===== src/rtl/wb_ram512x8_ctrl_if.sv =====
// Wishbone-classic 32-bit bus bundle for the byte-serialising RAM controller.
// AW is the word address width.
interface wb_ram512x8_ctrl_if #(
  parameter int AW = 7
);
  logic          wb_cyc_i;
  logic          wb_stb_i;
  logic          wb_we_i;
  logic [AW-1:0] wb_adr_i;
  logic [3:0]    wb_sel_i;
  logic [31:0]   wb_dat_i;
  logic [31:0]   wb_dat_o;
  logic          wb_ack_o;

  modport slave (
    input  wb_cyc_i, wb_stb_i, wb_we_i,
    input  wb_adr_i, wb_sel_i, wb_dat_i,
    output wb_dat_o, wb_ack_o
  );

  modport master (
    output wb_cyc_i, wb_stb_i, wb_we_i,
    output wb_adr_i, wb_sel_i, wb_dat_i,
    input  wb_dat_o, wb_ack_o
  );
endinterface


===== src/rtl/wb_ram512x8_ctrl.sv =====
// Wishbone 32-bit slave driving a 512x8 single-port SRAM.
// Each word access becomes four little-endian byte accesses.
module wb_ram512x8_ctrl #(
  parameter int RAM_AW     = 9,
  parameter bit SKIP_UNSEL = 1'b1
) (
  input  logic              clk_i,
  input  logic              rst_i,
  wb_ram512x8_ctrl_if.slave wb,
  output logic              ram_cen_o,
  output logic              ram_wen_o,
  output logic [RAM_AW-1:0] ram_adr_o,
  output logic [7:0]        ram_dat_o,
  input  logic [7:0]        ram_dat_i
);

  typedef enum logic [1:0] {
    IDLE,
    XFER,
    DRAIN,
    ACK
  } state_e;

  state_e              state_q, state_d;
  logic [1:0]          idx_q, idx_d;
  logic [RAM_AW-3:0]   adr_q, adr_d;
  logic                we_q, we_d;
  logic [3:0]          sel_q, sel_d;
  logic [31:0]         wdat_q, wdat_d;
  logic [31:0]         rbuf_q, rbuf_d;
  logic [1:0]          pidx;

  // Read data lags the access by one cycle, so it lands one lane behind idx.
  assign pidx = idx_q - 2'd1;

  always_comb begin
    state_d = state_q;
    idx_d   = idx_q;
    adr_d   = adr_q;
    we_d    = we_q;
    sel_d   = sel_q;
    wdat_d  = wdat_q;
    rbuf_d  = rbuf_q;
    unique case (state_q)
      IDLE: begin
        if (wb.wb_cyc_i && wb.wb_stb_i) begin
          state_d = XFER;
          idx_d   = 2'd0;
          adr_d   = wb.wb_adr_i;
          we_d    = wb.wb_we_i;
          sel_d   = wb.wb_sel_i;
          wdat_d  = wb.wb_dat_i;
          rbuf_d  = 32'h0;
        end
      end
      XFER: begin
        if (!wb.wb_cyc_i) begin
          state_d = IDLE;
        end else begin
          if (!we_q && idx_q != 2'd0)
            rbuf_d[{pidx, 3'b000} +: 8] = ram_dat_i;
          idx_d = idx_q + 2'd1;
          if (idx_q == 2'd3)
            state_d = we_q ? ACK : DRAIN;
        end
      end
      DRAIN: begin
        if (!wb.wb_cyc_i) begin
          state_d = IDLE;
        end else begin
          rbuf_d[31:24] = ram_dat_i;
          state_d       = ACK;
        end
      end
      ACK:     state_d = IDLE;
      default: state_d = IDLE;
    endcase
  end

  always_ff @(posedge clk_i) begin
    if (rst_i) begin
      state_q <= IDLE;
      idx_q   <= 2'd0;
      adr_q   <= '0;
      we_q    <= 1'b0;
      sel_q   <= 4'h0;
      wdat_q  <= 32'h0;
      rbuf_q  <= 32'h0;
    end else begin
      state_q <= state_d;
      idx_q   <= idx_d;
      adr_q   <= adr_d;
      we_q    <= we_d;
      sel_q   <= sel_d;
      wdat_q  <= wdat_d;
      rbuf_q  <= rbuf_d;
    end
  end

  logic in_xfer;
  logic sel_bit;

  assign in_xfer = (state_q == XFER);
  assign sel_bit = sel_q[idx_q];

  // Unselected write bytes either idle the RAM or become dummy reads.
  assign ram_cen_o = !(in_xfer &&
                       (!we_q || sel_bit || !SKIP_UNSEL));
  assign ram_wen_o = in_xfer && we_q && sel_bit;
  assign ram_adr_o = {adr_q, idx_q};
  assign ram_dat_o = wdat_q[{idx_q, 3'b000} +: 8];

  assign wb.wb_ack_o = (state_q == ACK);
  assign wb.wb_dat_o = (state_q == ACK && !we_q) ?
                       rbuf_q : 32'h0;

endmodule


===== src/flat_wrapper.sv =====
// flat-port wrapper written by rule: the top's interface ports become plain ports
module wb_ram512x8_ctrl_flat 
#(
  parameter int RAM_AW     = 9,
  parameter bit SKIP_UNSEL = 1'b1
)
  (clk_i, rst_i, ram_cen_o, ram_wen_o, ram_adr_o, ram_dat_o, ram_dat_i, wb_wb_cyc_i, wb_wb_stb_i, wb_wb_we_i, wb_wb_adr_i, wb_wb_sel_i, wb_wb_dat_i, wb_wb_dat_o, wb_wb_ack_o);
  wb_ram512x8_ctrl_if #(.AW(7)) wb_i ();
  input  logic clk_i;
  input  logic rst_i;
  output logic ram_cen_o;
  output logic ram_wen_o;
  output logic [RAM_AW-1:0] ram_adr_o;
  output logic [7:0] ram_dat_o;
  input  logic [7:0] ram_dat_i;
  input wire logic [$bits(wb_i.wb_cyc_i)-1:0] wb_wb_cyc_i;
  input wire logic [$bits(wb_i.wb_stb_i)-1:0] wb_wb_stb_i;
  input wire logic [$bits(wb_i.wb_we_i)-1:0] wb_wb_we_i;
  input wire logic [$bits(wb_i.wb_adr_i)-1:0] wb_wb_adr_i;
  input wire logic [$bits(wb_i.wb_sel_i)-1:0] wb_wb_sel_i;
  input wire logic [$bits(wb_i.wb_dat_i)-1:0] wb_wb_dat_i;
  output wire logic [$bits(wb_i.wb_dat_o)-1:0] wb_wb_dat_o;
  output wire logic [$bits(wb_i.wb_ack_o)-1:0] wb_wb_ack_o;
  assign wb_i.wb_cyc_i = wb_wb_cyc_i;
  assign wb_i.wb_stb_i = wb_wb_stb_i;
  assign wb_i.wb_we_i = wb_wb_we_i;
  assign wb_i.wb_adr_i = wb_wb_adr_i;
  assign wb_i.wb_sel_i = wb_wb_sel_i;
  assign wb_i.wb_dat_i = wb_wb_dat_i;
  assign wb_wb_dat_o = wb_i.wb_dat_o;
  assign wb_wb_ack_o = wb_i.wb_ack_o;
  wb_ram512x8_ctrl #(.RAM_AW(RAM_AW), .SKIP_UNSEL(SKIP_UNSEL)) u_core (.clk_i(clk_i), .rst_i(rst_i), .wb(wb_i), .ram_cen_o(ram_cen_o), .ram_wen_o(ram_wen_o), .ram_adr_o(ram_adr_o), .ram_dat_o(ram_dat_o), .ram_dat_i(ram_dat_i));
endmodule

===== config.mk =====
export PLATFORM = sky130hd
export DESIGN_NAME = wb_ram512x8_ctrl_flat
export DESIGN_NICKNAME = d
export VERILOG_FILES = /design/src/rtl/wb_ram512x8_ctrl_if.sv /design/src/rtl/wb_ram512x8_ctrl.sv /design/src/flat_wrapper.sv
export SDC_FILE = /design/constraint.sdc
export NUM_CORES = 1
export LEC_CHECK = 0
export ABC_AREA = 1
export BUFFER_PORTS_ARGS = -buffer_cell sky130_fd_sc_hd__buf_2
export CORE_ASPECT_RATIO = 1.5
export CORE_MARGIN = 2
export CORE_UTILIZATION = 40
export DETAILED_ROUTE_END_ITERATION = 12
export PLACE_DENSITY = 0.66
export SLEW_MARGIN = 5
export SYNTH_ARGS = -nofsm -noshare
export SYNTH_HDL_FRONTEND = slang
export SYNTH_SLANG_ARGS = --single-unit

===== constraint.sdc =====
create_clock -name clk_i -period 1.95 [get_ports clk_i]
set_input_delay 0.0975 -clock clk_i [delete_from_list [all_inputs] [get_ports clk_i]]
set_output_delay 0.0975 -clock clk_i [all_outputs]
set_load 0.03 [all_outputs]

=== Word-level counts from Yosys, hierarchy flattened ===
Cells that the tools add are included.

* $add $sub $neg: 3
* $lt $le $gt $ge: 1
* Equality and inequality tests: 9
* Shift operators: 3
* Multiplexer cells: 19
* Reduce and logical (&&, ||, !) cells: 18

{| class="wikitable"
|+ Operators by type and width
! kind !! count
|-
| 32-bit 2-to-1 mux || 4
|-
| 24-bit one-hot mux with 2 select lines || 1
|-
| 32-bit bitwise mux || 1
|-
| 8-bit by 7-bit variable shift with 32-bit output (first input constant) || 1
|-
| 32-bit by 6-bit indexed part select with 8-bit output || 1
|-
| 8-bit by 7-bit indexed part select with 32-bit output || 1
|-
| 8-bit one-hot mux with 3 select lines || 1
|-
| 2-bit 2-to-1 mux || 6
|-
| 8-bit 2-to-1 mux || 1
|-
| 2-bit one-hot mux with 4 select lines || 1
|-
| 5-bit negator with 7-bit output || 1
|-
| 2-bit == test (second input constant) || 3
|-
| 1-bit logical AND || 6
|-
| 2-bit != test (second input constant) || 3
|-
| 5-bit AND reduction || 1
|-
| 2-bit one-hot mux with 2 select lines || 1
|-
| 2-bit AND reduction || 2
|-
| 4-bit AND reduction || 1
|-
| 2-bit nonzero test || 2
|-
| 2-bit by 3-bit less-than comparator with 1-bit output (second input constant) || 1
|-
| 3-bit != test (second input constant) || 1
|-
| 3-bit AND reduction || 1
|-
| 3-bit nonzero test || 1
|-
| 2-bit by 1-bit adder with 2-bit output (second input constant) || 1
|-
| 8 further kinds || 10
|}

* Register bits after elaboration: 80
* Input bits: 56
* Output and inout bits: 52
* Word-level logic and storage cells: 61

=== Logic depth before layout (Yosys ltp) ===
Gate-level depths: netlist (run 1).

* Depth in word-level cells: 7
* Gate-level depth with buffers: 12

=== Least setup slack after synthesis (run 1) ===
No wires, ideal clock.

* Path kind: flip-flop to flip-flop
* Start point: reg u_core.idx_q[0]
* End point: reg u_core.rbuf_q[0]
* Arrival time: 2010 ps
* Path slack: -173 ps
* Cell stages (with the launch flop): 12
* Path buffers: 3
* Clock period less this slack: 2123 ps
* Cells stage by stage: dfxtp_1 > buf_2 > inv_2 > clkbuf_1 > ha_1 > nor2_1 > nand2_1 > nand2_4 > o211ai_4 > buf_6 > o21ai_1 > nor2_1

* Cells in the longest elaborated chain, start to end: 7
* Elaborated cells between the ends (all ways): 12
* Classes of those cells: add/sub (2); eq/ne (1); shift (2); mux (4); reduce/logical (3)

{| class="wikitable"
|+ Ends and longest elaborated chain
! element !! RTL line !! text
|-
| from (decl) || wb_ram512x8_ctrl.sv:25 || <nowiki>logic [1:0] idx_q, idx_d;</nowiki>
|-
| from (signal assigned) || wb_ram512x8_ctrl.sv:91 || <nowiki>idx_q <= idx_d;</nowiki>
|-
| 2-bit by 1-bit subtractor with 2-bit output || wb_ram512x8_ctrl.sv:34 || <nowiki>assign pidx = idx_q - 2'd1;</nowiki>
|-
| 5-bit negator with 7-bit output || wb_ram512x8_ctrl.sv:61 || <nowiki>rbuf_d[{pidx, 3'b000} +: 8] = ram_dat_i;</nowiki>
|-
| 8-bit by 7-bit indexed part select with 32-bit output / 8-bit by 7-bit variable shift with 32-bit output (equally long branches) || wb_ram512x8_ctrl.sv:61 ||
|-
| 32-bit bitwise mux || wb_ram512x8_ctrl.sv:61 ||
|-
| 32-bit 2-to-1 mux || wb_ram512x8_ctrl.sv:60 || <nowiki>if (!we_q && idx_q != 2'd0)</nowiki>
|-
| 32-bit 2-to-1 mux || wb_ram512x8_ctrl.sv:57 || <nowiki>if (!wb.wb_cyc_i) begin</nowiki>
|-
| 24-bit one-hot mux with 2 select lines || wb_ram512x8_ctrl.sv:44 || <nowiki>unique case (state_q)</nowiki>
|-
| to (signal assigned) || wb_ram512x8_ctrl.sv:96 || <nowiki>rbuf_q <= rbuf_d;</nowiki>
|-
| to (decl) || wb_ram512x8_ctrl.sv:30 || <nowiki>logic [31:0] rbuf_q, rbuf_d;</nowiki>
|}

Several ways; a longest one is shown, not always the timed one. The select of a mux whose other input is x is not followed.
A chain may end at the register's enable or synchronous reset.

=== Worst setup path in the final report (run 1) ===
* Start point: reg u_core.idx_q[0]
* End point: out ram_dat_o[2]

* Cells in the longest elaborated chain, start to end: 1

{| class="wikitable"
|+ Ends and longest elaborated chain
! element !! RTL line !! text
|-
| 32-bit by 6-bit indexed part select with 8-bit output || wb_ram512x8_ctrl.sv:111 || <nowiki>assign ram_dat_o = wdat_q[{idx_q, 3'b000} +: 8];</nowiki>
|-
| to (decl) || flat_wrapper.sv:14 || <nowiki>output logic [7:0] ram_dat_o;</nowiki>
|}

No other way between the ends.

==> impl_metrics.sql, run 1 <==
INSERT INTO impl_metrics (metric_group, metric, value, unit) VALUES
('yosys', 'synth-simple-area-share', '24.3', '%'),
('yosys', 'mappedNetlistArea', '4120', 'sq um'),
('timing', 'worst_hold_slack_after_final_layout', '0.0361', 'ns'),
('status', 'status', 'finished clean', ''),
('placement', 'placed_area', '4730', 'sq um'),
('yosys', 'synth_top_family_by_area', 'simple AND/OR/NAND/NOR gates', ''),
('critical_path', 'setup.worst_path.start_class', 'flop', ''),
('yosys', 'synth_xor_xnor_area_share', '0', '%'),
('timing', 'grt_setup_unrepaired', 'true', ''),
('critical_path', 'r2r_setup_slk', '0.17', 'ns'),
('min_path', 'worst_hold_path.num_cells', '3', ''),
('critical_path', 'cp-end-kind', 'primary output', ''),
('yosys', 'synth.ff_latch_count', '80', ''),
('detailed_routing', 'dr.pass1.iters', '4', ''),
('global_routing', 'grt_max_degree', '80', ''),
('yosys', 'mappedNetlistNets', '701', ''),
('pwr', 'power.leakage', '2.49', 'nW'),
('placement', 'place_hpwl', '8060', 'um'),
('placement', 'gp_congestion', '0.873', ''),
('timing', 'max_clock_freq', '531', 'MHz'),
('clock_tree', 'clock_tree.root_cell', 'clkbuf_16', ''),
('die', 'placementRows', '45', ''),
('yosys', 'muxShareOfSynthArea', '0', '%'),
('die', 'die_width', '86.9', 'um'),
('yosys', 'yosys.area.top_type_share', '38.9', '%'),
('timing', 'timing.setup.tns', '0', 'ns'),
('global_routing', 'grt_util_all_layers', '19.1', '%'),
('yosys', 'most_used_standard_cell_by_instance_count_after_synthesis', 'nand2_1', ''),
('pwr', 'p_per_area', '1530', 'nW/um^2'),
('critical_path', 'critPathArrivalTime', '1.78', 'ns'),
('die', 'die_h', '128', 'um'),
('run', 'maxCapViolCount', '0', ''),
('timing', 'fin_ws', '0.0678', 'ns'),
('yosys', 'synthTopCellsByCount', 'nand2_1, nor2_1, inv_1', ''),
('critical_path', 'crit_path_max_incr_delay', '0.37', 'ns'),
('critical_path', 'slowest_stage', 'dfxtp_2', ''),
('yosys', 'synth_edf_count', '0', ''),
('clock_tree', 'tritoncts_buffer_count', '9', ''),
('timing', 'max_slew_margin', '70.0', '%'),
('critical_path', 'worst_r2r_endpoint', 'u_core.state_q[0]', ''),
('detailed_routing', 'vias_per_cell', '4.79', ''),
('critical_path', 'timing.critical_path.required', '1.85', 'ns'),
('yosys', 'yosys-top-cells-area', 'dfxtp_1, nand2_1, a21oi_1', ''),
('global_routing', 'antenna_found_initial', '0', ''),
('clock_tree', 'postCtsSetupRepairBufs', '0', ''),
('final_layout', 'drive_above_1_share', '20.7', '%'),
('detailed_routing', 'drc_errors', '0', ''),
('global_routing', 'wire_length_of_the_first_global_routing_pass', '16900', 'um'),
('final_layout', 'syn2layout_area_growth', '22.3', '%'),
('critical_path', 'critical_path.max_fanout', '24', ''),
('yosys', 'yosys.cell_types.count', '24', ''),
('yosys', 'syn-mean-instance-area', '6.49', 'sq um'),
('yosys', 'ys_warn_count', '0', ''),
('critical_path', 'worstReg2RegStart', 'u_core.state_q[1]', ''),
('yosys', 'synth-compound-area-share', '19.8', '%'),
('die', 'design.portCount', '108', ''),
('final_layout', 'layout.nets', '795', ''),
('detailed_routing', 'routed-via-count', '4073', ''),
('yosys', 'synth_seq_area_share', '38.9', '%'),
('detailed_routing', 'wirelength', '10600', 'um'),
('yosys', 'syn_inst_count', '635', ''),
('clock_tree', 'tritoncts_clock_tree', 'done', ''),
('global_routing', 'overflow', '0', ''),
('final_layout', 'finalInstanceArea', '5040', 'sq um'),
('min_path', 'worst_hold_check_path_type', 'in -> reg', ''),
('yosys', 'netlist.top_cell.by_area', 'dfxtp_1', ''),
('yosys', 'synth_ff_type', 'dfxtp_1', ''),
('detailed_routing', 'wire_per_inst', '12.5', 'um'),
('placement', 'port_buffers', '107', ''),
('timing', 'timing.final.max_slew_violations', '0', ''),
('clock_tree', 'clk_pin_slew_worst_paths', '0.06', 'ns');
## where the power goes
group	internal [mW]	switching, mW	total, mW	leakage [nW]
clock	1.01	0.701	1.71	0.152
combinational	1.15	2.61	3.77	1.68
sequential	2.07	0.186	2.25	0.656
total	4.23	3.50	7.73	2.49
## metal layers
layer	up-vias	GRT usage [%]	wire length, um
li1	2140	-	-
met1	1779	21.3	4240
met2	123	33.7	5480
met3	31	3.67	498
met4	0	9.74	395
met5	-	0	0
## logic make-up (layout without fill, tap and decap cells)
kind of cell,count (synthesis),in the layout
AO/OA/AOI/OAI,153,153
buffers and inverters,142,241
AND/OR/NAND/NOR,250,250
flip-flops,80,80
adder cells (fa/ha/maj),10,10
## final cells by class
| type | count | area, sq um |
|---|---|---|
| Timing Repair Buffer | 116 | 616 |
| Inverter | 109 | 417 |
| Sequential cell | 80 | 1600 |
| Clock buffer | 9 | 225 |
| Clock inverter | 7 | 77.6 |
| Multi-Input combinational cell | 413 | 1950 |
| Fill cell | 1034 | 5040 |
| Tap cell | 117 | 146 |
## metrics by stage
stage / util (%) / total power, mW
after global routing: 50.0 / 8.31
after CTS: 49.9 / 7.80
after floorplan: - / 5.23
after detailed placement: 46.9 / 6.06
final: 50.0 / 7.73
after global placement: 46.9 / 5.98
## layout by cell type (no fill, tap or decap), drive strengths merged, types with 3 or more instances in the layout
cell	Yosys	final
a21oi	88	88
nand3	13	13
inv	107	110
clkinv	2	5
clkbuf	21	9
buf	12	116
dfxtp	80	80
o211ai	3	3
ha	10	10
nand2	127	127
o21ai	61	61
nor2	109	109
## sequential cells by signal (all words and copies together), names as in the netlist
register	count
u_core.rbuf_q	32
u_core.sel_q	4
u_core.idx_q	2
u_core.we_q	1
u_core.state_q	2
u_core.adr_q	7
u_core.wdat_q	32
## repair_timing
action / in CTS / in global routing
setup endpoints to repair: 0 / 2
endpoints found under the hold margin: 0 / 0
gates resized for setup: 0 / 1
## worst max-delay path by stage
stage | start | endpoint | slack, ns | cells past startpoint
5_1_grt | u_core.idx_q[1] | u_core.rbuf_q[26] | -0.004 | 9
4_1_cts | u_core.idx_q[0] | ram_dat_o[2] | 0.08 | 6
2_1_floorplan | u_core.idx_q[1] | u_core.rbuf_q[0] | 0.01 | 10
3_3_place_gp | u_core.idx_q[1] | u_core.rbuf_q[2] | 0.23 | 8
3_5_place_dp | u_core.state_q[1] | u_core.rbuf_q[3] | 0.20 | 8
6_report | u_core.idx_q[0] | ram_dat_o[2] | 0.07 | 6
## worst max-delay path, delay by kind of cell, from the launching register on
family,cells,cell delay (ns)
compound gates,3,0.48
flops,1,0.37
buf+inv,3,0.60
No activity file was read; power rests on OpenSTA's default activity.
==> inputs of run 2 (changes only) <==
Settings changed: ABC_AREA 1 to default, CORE_UTILIZATION 40 to 45, MAX_ROUTING_LAYER from default to met4, PLACE_DENSITY 0.66 to 0.74.
==> impl_metrics.sql, run 2 <==
INSERT INTO impl_metrics (metric_group, metric, value, unit) VALUES
('die', 'die_width', '78.5', 'um'),
('critical_path', 'crit_family', 'multiplexers', ''),
('clock_tree', 'tritoncts_clock_tree', 'done', ''),
('yosys', 'synth_ff_type', 'dfxtp_1', ''),
('placement', 'place_worst_setup_slack', '0.0963', 'ns'),
('global_routing', 'overflow', '0', ''),
('die', 'die_h', '116', 'um'),
('global_routing', 'grt_max_degree', '45', ''),
('clock_tree', 'clk_pin_slew_worst_paths', '0.06', 'ns'),
('detailed_routing', 'drc_errors', '0', ''),
('die', 'effective_utilization_at_floorplan', '46.6', '%'),
('detailed_routing', '1st_iter_drt_viols', '117', ''),
('yosys', 'synth.ff_latch_count', '80', ''),
('pwr', 'seqPwrFrac', '42.3', '%'),
('critical_path', 'critical_path.max_fanout', '10', ''),
('critical_path', 'critical_path.cell_chain', 'buf_6 -> mux4_2 -> and3_1 -> buf_2', ''),
('final_layout', 'syn2layout_area_growth', '31.7', '%'),
('timing', 'final_clock_period_utilization_by_the_worst_path', '95.2', '%'),
('timing', 'post-route-min-period', '1.86', 'ns'),
('timing', 'final_setup_vio_count', '0', ''),
('placement', 'place_hpwl', '6210', 'um'),
('min_path', 'worst_hold_check_path_type', 'in -> reg', ''),
('status', 'status', 'finished clean', ''),
('critical_path', 'cp-end-kind', 'primary output', ''),
('yosys', 'synth_edf_count', '0', ''),
('yosys', 'mappedNetlistArea', '3750', 'sq um'),
('die', 'design.portCount', '108', ''),
('global_routing', 'antenna_found_initial', '0', ''),
('placement', 'gp_congestion', '0.789', ''),
('yosys', 'syn_inst_count', '424', ''),
('timing', 'clock-skew-final', '0.00461', 'ns'),
('die', 'die-area', '9100', 'sq um'),
('detailed_routing', 'wire_per_inst', '13.8', 'um'),
('critical_path', 'critical_path_buf_inv_count', '2', ''),
('critical_path', 'setup.worst_path.start_class', 'flop', ''),
('final_layout', 'mostFrequentLayoutCell', 'nand2_1', ''),
('yosys', 'yosys-top-cells-area', 'dfxtp_1, nand2_1, mux2i_1', ''),
('pwr', 'clockPowerShare', '41.9', '%'),
('pwr', 'power.leakage', '2.19', 'nW'),
('yosys', 'most_used_standard_cell_by_instance_count_after_synthesis', 'nand2_1', ''),
('pwr', 'power_frac_comb', '15.8', '%'),
('timing', 'fin_ws', '0.0943', 'ns'),
('yosys', 'syn-mean-instance-area', '8.85', 'sq um'),
('final_layout', 'mostFrequentLayoutCells', 'nand2_1, buf_2, dfxtp_1', ''),
('yosys', 'synthTopCellsByCount', 'nand2_1, dfxtp_1, a21oi_1', ''),
('critical_path', 'crit_type', 'reg -> out', ''),
('final_layout', 'antenna_cells_inserted', '0', ''),
('critical_path', 'critPathArrivalTime', '1.76', 'ns'),
('timing', 'slew_of_the_pin_with_the_lowest_slew_margin', '0.624', 'ns'),
('final_layout', 'drive_above_1_share', '28.2', '%'),
('timing', 'worst_hold_slack_after_final_layout', '0.00752', 'ns'),
('detailed_routing', 'dr.pass1.iters', '4', ''),
('detailed_routing', 'routed-via-count', '3294', ''),
('global_routing', 'grt_pass1_vias', '3261', ''),
('die', 'placeableCoreArea', '8060', 'sq um'),
('pwr', 'net-switching-power', '1.02', 'mW'),
('die', 'placementRows', '40', ''),
('clock_tree', 'cts_max_level', '3', ''),
('final_layout', 'layout.nets', '612', ''),
('timing', 'max_slew_margin', '58.4', '%'),
('clock_tree', 'tritoncts_buffer_count', '9', ''),
('yosys', 'yosys.area.top_type_share', '42.7', '%'),
('final_layout', 'top_regs', 'u_core.rbuf_q x32, u_core.wdat_q x32, u_core.adr_q x7', ''),
('global_routing', 'grt_util_all_layers', '21.5', '%'),
('timing', 'timing.final.max_slew_violations', '0', ''),
('timing', 'max_clock_freq', '539', 'MHz'),
('critical_path', 'crit_path_max_incr_delay', '0.51', 'ns'),
('placement', 'port_buffers', '107', ''),
('yosys', 'mappedNetlistNets', '490', ''),
('pwr', 'power.share.switching', '24.8', '%'),
('global_routing', 'wire_length_of_the_first_global_routing_pass', '15100', 'um'),
('detailed_routing', 'vias_per_cell', '5.03', ''),
('detailed_routing', 'detail-route-antenna-nets', '0', ''),
('pwr', 'worst_ir_drop_vdd', '0.519', 'mV'),
('yosys', 'ys_warn_count', '0', ''),
('critical_path', 'slowest_stage', 'mux4_2', ''),
('run', 'maxCapViolCount', '0', ''),
('yosys', 'netlist.top_cell.by_area', 'dfxtp_1', ''),
('clock_tree', 'cts_sinks', '80', ''),
('yosys', 'synth_seq_area_share', '42.7', '%'),
('critical_path', 'timing.critical_path.required', '1.85', 'ns'),
('pwr', 'internal_power', '3.08', 'mW'),
('clock_tree', 'clkLatencyLatePin', '0.33', 'ns'),
('timing', 'grt_setup_unrepaired', 'true', ''),
('final_layout', 'filler_cell_count', '717', ''),
('detailed_routing', 'wirelength', '9070', 'um'),
('yosys', 'yosys.cell_types.count', '38', ''),
('clock_tree', 'clockBufferDepth', '2', ''),
('timing', 'timing.final.hold_violations', '0', ''),
('pwr', 'p_per_area', '829', 'nW/um^2'),
('yosys', 'ys_async_sr_fraction', '0', '%'),
('clock_tree', 'clock_tree.root_cell', 'clkbuf_16', '');
run 2: changes by cell type after synthesis, moves of 8 or more:
cell / delta
a21oi_1: -41
mux4_2: +9
mux2i_1: +24
nand2b_1: +30
inv_1: -94
nand2_1: -8
nand3_1: -12
a22o_1: +8
o21ai_0: -55
nor2_1: -101
and2_1: +32
run 2: metrics by stage:
| stage | setup TNS [ns] | power (mW) | util (%) | instances | cell area, sq um |
|---|---|---|---|---|---|
| 4_1_cts | 0 | 4.13 | 61.2 | 655 | 4930 |
| 2_1_floorplan | 0 | 2.19 | - | 424 | 3780 |
| 5_1_grt | -0.00137 | 4.26 | 61.3 | 655 | 4940 |
| 3_3_place_gp | 0 | 2.36 | 54.7 | 618 | 4410 |
| 6_report | 0 | 4.10 | 61.3 | 655 | 4940 |
| 3_5_place_dp | 0 | 2.37 | 54.7 | 618 | 4410 |
run 2: metal layers:
metal | vias up | routed length, um | GRT usage [%]
met1 | 1502 | 3790 | 24.1
met2 | 111 | 4490 | 36.1
met3 | 26 | 475 | 4.36
met5 | - | 0 | -
li1 | 1655 | - | -
met4 | 0 | 308 | 10.8
run 2: power by group through the flow:
stage	logic (mW)	clock network, mW	registers (mW)
floorplan	0.408	0	1.78
CTS	0.648	1.75	1.73
global route	0.710	1.81	1.74
global placement	0.589	0	1.77
detailed placement	0.601	0	1.77
finish	0.649	1.72	1.73
run 2: kinds of logic (layout without fill, tap and decap cells):
family / after synthesis / after routing / share of synthesized area (%)
multiplexers: 34 / 34 / 12.1
flip-flops: 80 / 80 / 42.7
buffers and inverters: 34 / 160 / 3.80
adder cells (fa/ha/maj): 10 / 10 / 3.34
AO/OA/AOI/OAI: 72 / 72 / 12.7
AND/OR/NAND/NOR: 194 / 194 / 25.3
run 2: area by class of cell:
type / count / area, sq um / area share [%]
clock buffer: 11 / 233 / 4.71
timing repair buffer: 137 / 846 / 17.1
tap: 105 / 131 / 2.66
inverter: 8 / 30.0 / 0.608
sequential: 80 / 1610 / 32.6
multi-input combinational: 310 / 2020 / 40.9
clock inverter: 4 / 70.1 / 1.42
run 2: path summary, 6_finish.rpt:
check / endpoint / from / slack [ns] / depth (start not counted)
setup reg to reg: u_core.rbuf_q[31] / u_core.idx_q[0] / 0.11 / 7
setup / recovery: ram_wen_o / u_core.idx_q[0] / 0.09 / 4
hold / removal: u_core.we_q / wb_wb_we_i / 0.008 / 3
hold reg to reg: u_core.wdat_q[21] / u_core.wdat_q[21] / 0.45 / 2
run 2: tightest hold or removal path, delay by kind of cell:
family / cells / cell delay (ns)
simple gates: 1 / 0.05
buf+inv: 1 / 0.09
compound gates: 1 / 0.05
run 2: repair_timing:
item / 4_1_cts / 5_1_grt
setup endpoints to repair: 2 / 41
hold endpoints to repair: 20 / 0
hold buffers: 20 / 0
resized for setup: 2 / 3
setup buffers: 2 / 0
==> inputs of run 3 (changes only) <==
Settings changed: BUFFER_PORTS_ARGS -buffer_cell sky130_fd_sc_hd__buf_2 to -buffer_cell sky130_fd_sc_hd__buf_4, CORE_MARGIN 2 to 4, CORE_UTILIZATION 45 to 47, PLACE_DENSITY 0.74 to 0.76.
==> impl_metrics.sql, run 3 (synthesis gave the netlist of run 2 again) <==
INSERT INTO impl_metrics (metric_group, metric, value, unit) VALUES
('status', 'status', 'finished clean', ''),
('placement', 'placed_instances', '616', ''),
('final_layout', 'mostFrequentLayoutCell', 'nand2_1', ''),
('clock_tree', 'cts_max_level', '3', ''),
('die', 'die-area', '9500', 'sq um'),
('die', 'effective_utilization_at_floorplan', '48.7', '%'),
('timing', 'clock-skew-final', '0.00425', 'ns'),
('critical_path', 'critical_path.max_fanout', '9', ''),
('global_routing', 'grt_pass1_vias', '3223', ''),
('final_layout', 'drive_above_1_share', '29.8', '%'),
('clock_tree', 'clkLatencyLatePin', '0.33', 'ns'),
('critical_path', 'worstRegToRegCells', '7', ''),
('global_routing', 'antenna_found_initial', '0', ''),
('timing', 'timing.setup.tns', '0', 'ns'),
('timing', 'final_clock_period_utilization_by_the_worst_path', '94.4', '%'),
('die', 'placeableCoreArea', '7710', 'sq um'),
('clock_tree', 'cts_sinks', '80', ''),
('pwr', 'worst_ir_drop_vdd', '0.560', 'mV'),
('min_path', 'worst_hold_check_path_type', 'in -> reg', ''),
('timing', 'max_clock_freq', '543', 'MHz'),
('critical_path', 'worst_r2r_endpoint', 'u_core.rbuf_q[27]', ''),
('timing', 'grt_setup_unrepaired', 'true', ''),
('final_layout', 'layout.nets', '594', ''),
('timing', 'timing.final.hold_violations', '0', ''),
('detailed_routing', 'detail-route-antenna-nets', '0', ''),
('clock_tree', 'tritoncts_buffer_count', '9', ''),
('critical_path', 'crit_start', 'u_core.idx_q[0]', ''),
('detailed_routing', '1st_iter_drt_viols', '117', ''),
('timing', 'post-route-min-period', '1.84', 'ns'),
('critical_path', 'endpoint', 'u_core.rbuf_q[27]', ''),
('critical_path', 'crit_type', 'reg -> reg', ''),
('timing', 'max_slew_margin', '73.6', '%'),
('run', 'maxCapViolCount', '0', ''),
('clock_tree', 'clock_tree.root_cell', 'clkbuf_16', ''),
('final_layout', 'final_util', '65.6', '%'),
('clock_tree', 'clk_pin_slew_worst_paths', '0.06', 'ns'),
('final_layout', 'mostFrequentLayoutCells', 'nand2_1, buf_4, dfxtp_1', ''),
('final_layout', 'fin_cells', '635', ''),
('timing', 'final_setup_vio_count', '0', ''),
('timing', 'worst_hold_slack_after_final_layout', '0.00970', 'ns'),
('pwr', 'power.leakage', '2.16', 'nW'),
('global_routing', 'grt_util_all_layers', '21.0', '%'),
('placement', 'gp_congestion', '0.797', ''),
('pwr', 'p_per_area', '832', 'nW/um^2'),
('die', 'die_h', '117', 'um'),
('detailed_routing', 'drc_errors', '0', ''),
('die', 'design.portCount', '108', ''),
('critical_path', 'timing.critical_path.required', '2.22', 'ns'),
('detailed_routing', 'vias_per_cell', '5.12', ''),
('detailed_routing', 'routed-via-count', '3252', ''),
('die', 'die_width', '80.9', 'um'),
('global_routing', 'grt_max_degree', '45', ''),
('clock_tree', 'tritoncts_clock_tree', 'done', ''),
('final_layout', 'filler_cell_count', '674', ''),
('final_layout', 'top_regs', 'u_core.rbuf_q x32, u_core.wdat_q x32, u_core.adr_q x7', ''),
('timing', 'slew_of_the_pin_with_the_lowest_slew_margin', '0.394', 'ns'),
('critical_path', 'worstReg2RegStart', 'u_core.idx_q[0]', ''),
('global_routing', 'wire_length_of_the_first_global_routing_pass', '15300', 'um'),
('critical_path', 'cp-end-kind', 'flop', ''),
('global_routing', 'overflow', '0', ''),
('final_layout', 'syn2layout_area_growth', '34.8', '%'),
('detailed_routing', 'dr.pass1.iters', '4', ''),
('clock_tree', 'clockBufferDepth', '2', ''),
('critical_path', 'critPathArrivalTime', '2.12', 'ns'),
('placement', 'port_buffers', '107', ''),
('die', 'placementRows', '39', ''),
('detailed_routing', 'wirelength', '9370', 'um'),
('timing', 'timing.final.max_slew_violations', '0', ''),
('critical_path', 'setup.worst_path.start_class', 'flop', ''),
('detailed_routing', 'wire_per_inst', '14.7', 'um'),
('critical_path', 'r2r_setup_slk', '0.11', 'ns'),
('final_layout', 'antenna_cells_inserted', '0', ''),
('placement', 'place_hpwl', '6750', 'um');
-- run 3: changes by cell type in the layout (fill, tap and decap cells not counted), moves of 2 or more --
cell	previous run	this run
clkbuf_1	2	0
clkinv_2	2	0
clkinvlp_4	0	2
dlygate4sd3_1	20	2
clkinv_4	0	2
buf_4	7	114
buf_2	106	0
-- run 3: report_power, final --
group	leakage, nW	switching (mW)	internal (mW)
combinational	1.36	0.372	0.295
sequential	0.651	0.0385	1.70
clock	0.155	0.647	1.16
-- run 3: cell type report --
| cell class | count | area (sq um) | share of cell area, % |
|---|---|---|---|
| Tap cell | 102 | 128 | 2.52 |
| Clock inverter | 6 | 92.6 | 1.83 |
| Clock buffer | 10 | 239 | 4.73 |
| Timing Repair Buffer | 119 | 927 | 18.3 |
| Multi-Input combinational cell | 310 | 2030 | 40.2 |
| Inverter | 8 | 30.0 | 0.594 |
| Sequential cell | 80 | 1610 | 31.8 |
-- run 3: what timing repair did --
item	4_1_cts	5_1_grt
hold endpoints to repair	1	1
hold buffers	1	1
endpoints found under the setup margin	0	14
buffers inserted	0	1
resized for setup	0	4
-- run 3: worst min path at each step --
stage / from / end / slack, ns / depth (start not counted)
floorplan: ram_dat_i[0] / u_core.rbuf_q[24] / 0.23 / 1
global route: wb_wb_dat_i[8] / u_core.wdat_q[8] / 0.004 / 3
detailed placement: wb_wb_adr_i[0] / u_core.adr_q[0] / 0.35 / 3
CTS: wb_wb_dat_i[22] / u_core.wdat_q[22] / 0.0001 / 3
finish: wb_wb_dat_i[22] / u_core.wdat_q[22] / 0.01 / 3
global placement: wb_wb_dat_i[19] / u_core.wdat_q[19] / 0.35 / 3
-- run 3: metrics by stage --
| step | worst slack [ns] | total power [mW] | cell area [sq um] |
|---|---|---|---|
| after floorplan | 0.0144 | 2.19 | 3780 |
| after global placement | 0.183 | 2.41 | 4680 |
| after detailed placement | 0.140 | 2.43 | 4680 |
| after CTS | 0.0552 | 4.24 | 5020 |
| after global routing | -0.0288 | 4.40 | 5060 |
| final | 0.110 | 4.21 | 5060 |
-- run 3: worst max-delay path, cell delays in order (launching register included) --
cell and delay, ns:
dfxtp_4 0.37, inv_1 0.19, ha_4 0.26, inv_1 0.12, a31oi_1 0.14, a2111oi_4 0.34, buf_4 0.21, a22o_1 0.15
-- run 3: per-layer routing --
metal | wire [um] | share of wire, % | global-route usage [%]
met5 | 0 | 0 | -
met1 | 3730 | 40 | 24.6
met4 | 146 | 1.6 | 7.82
met3 | 604 | 6.4 | 4.22
met2 | 4890 | 52 | 34.9
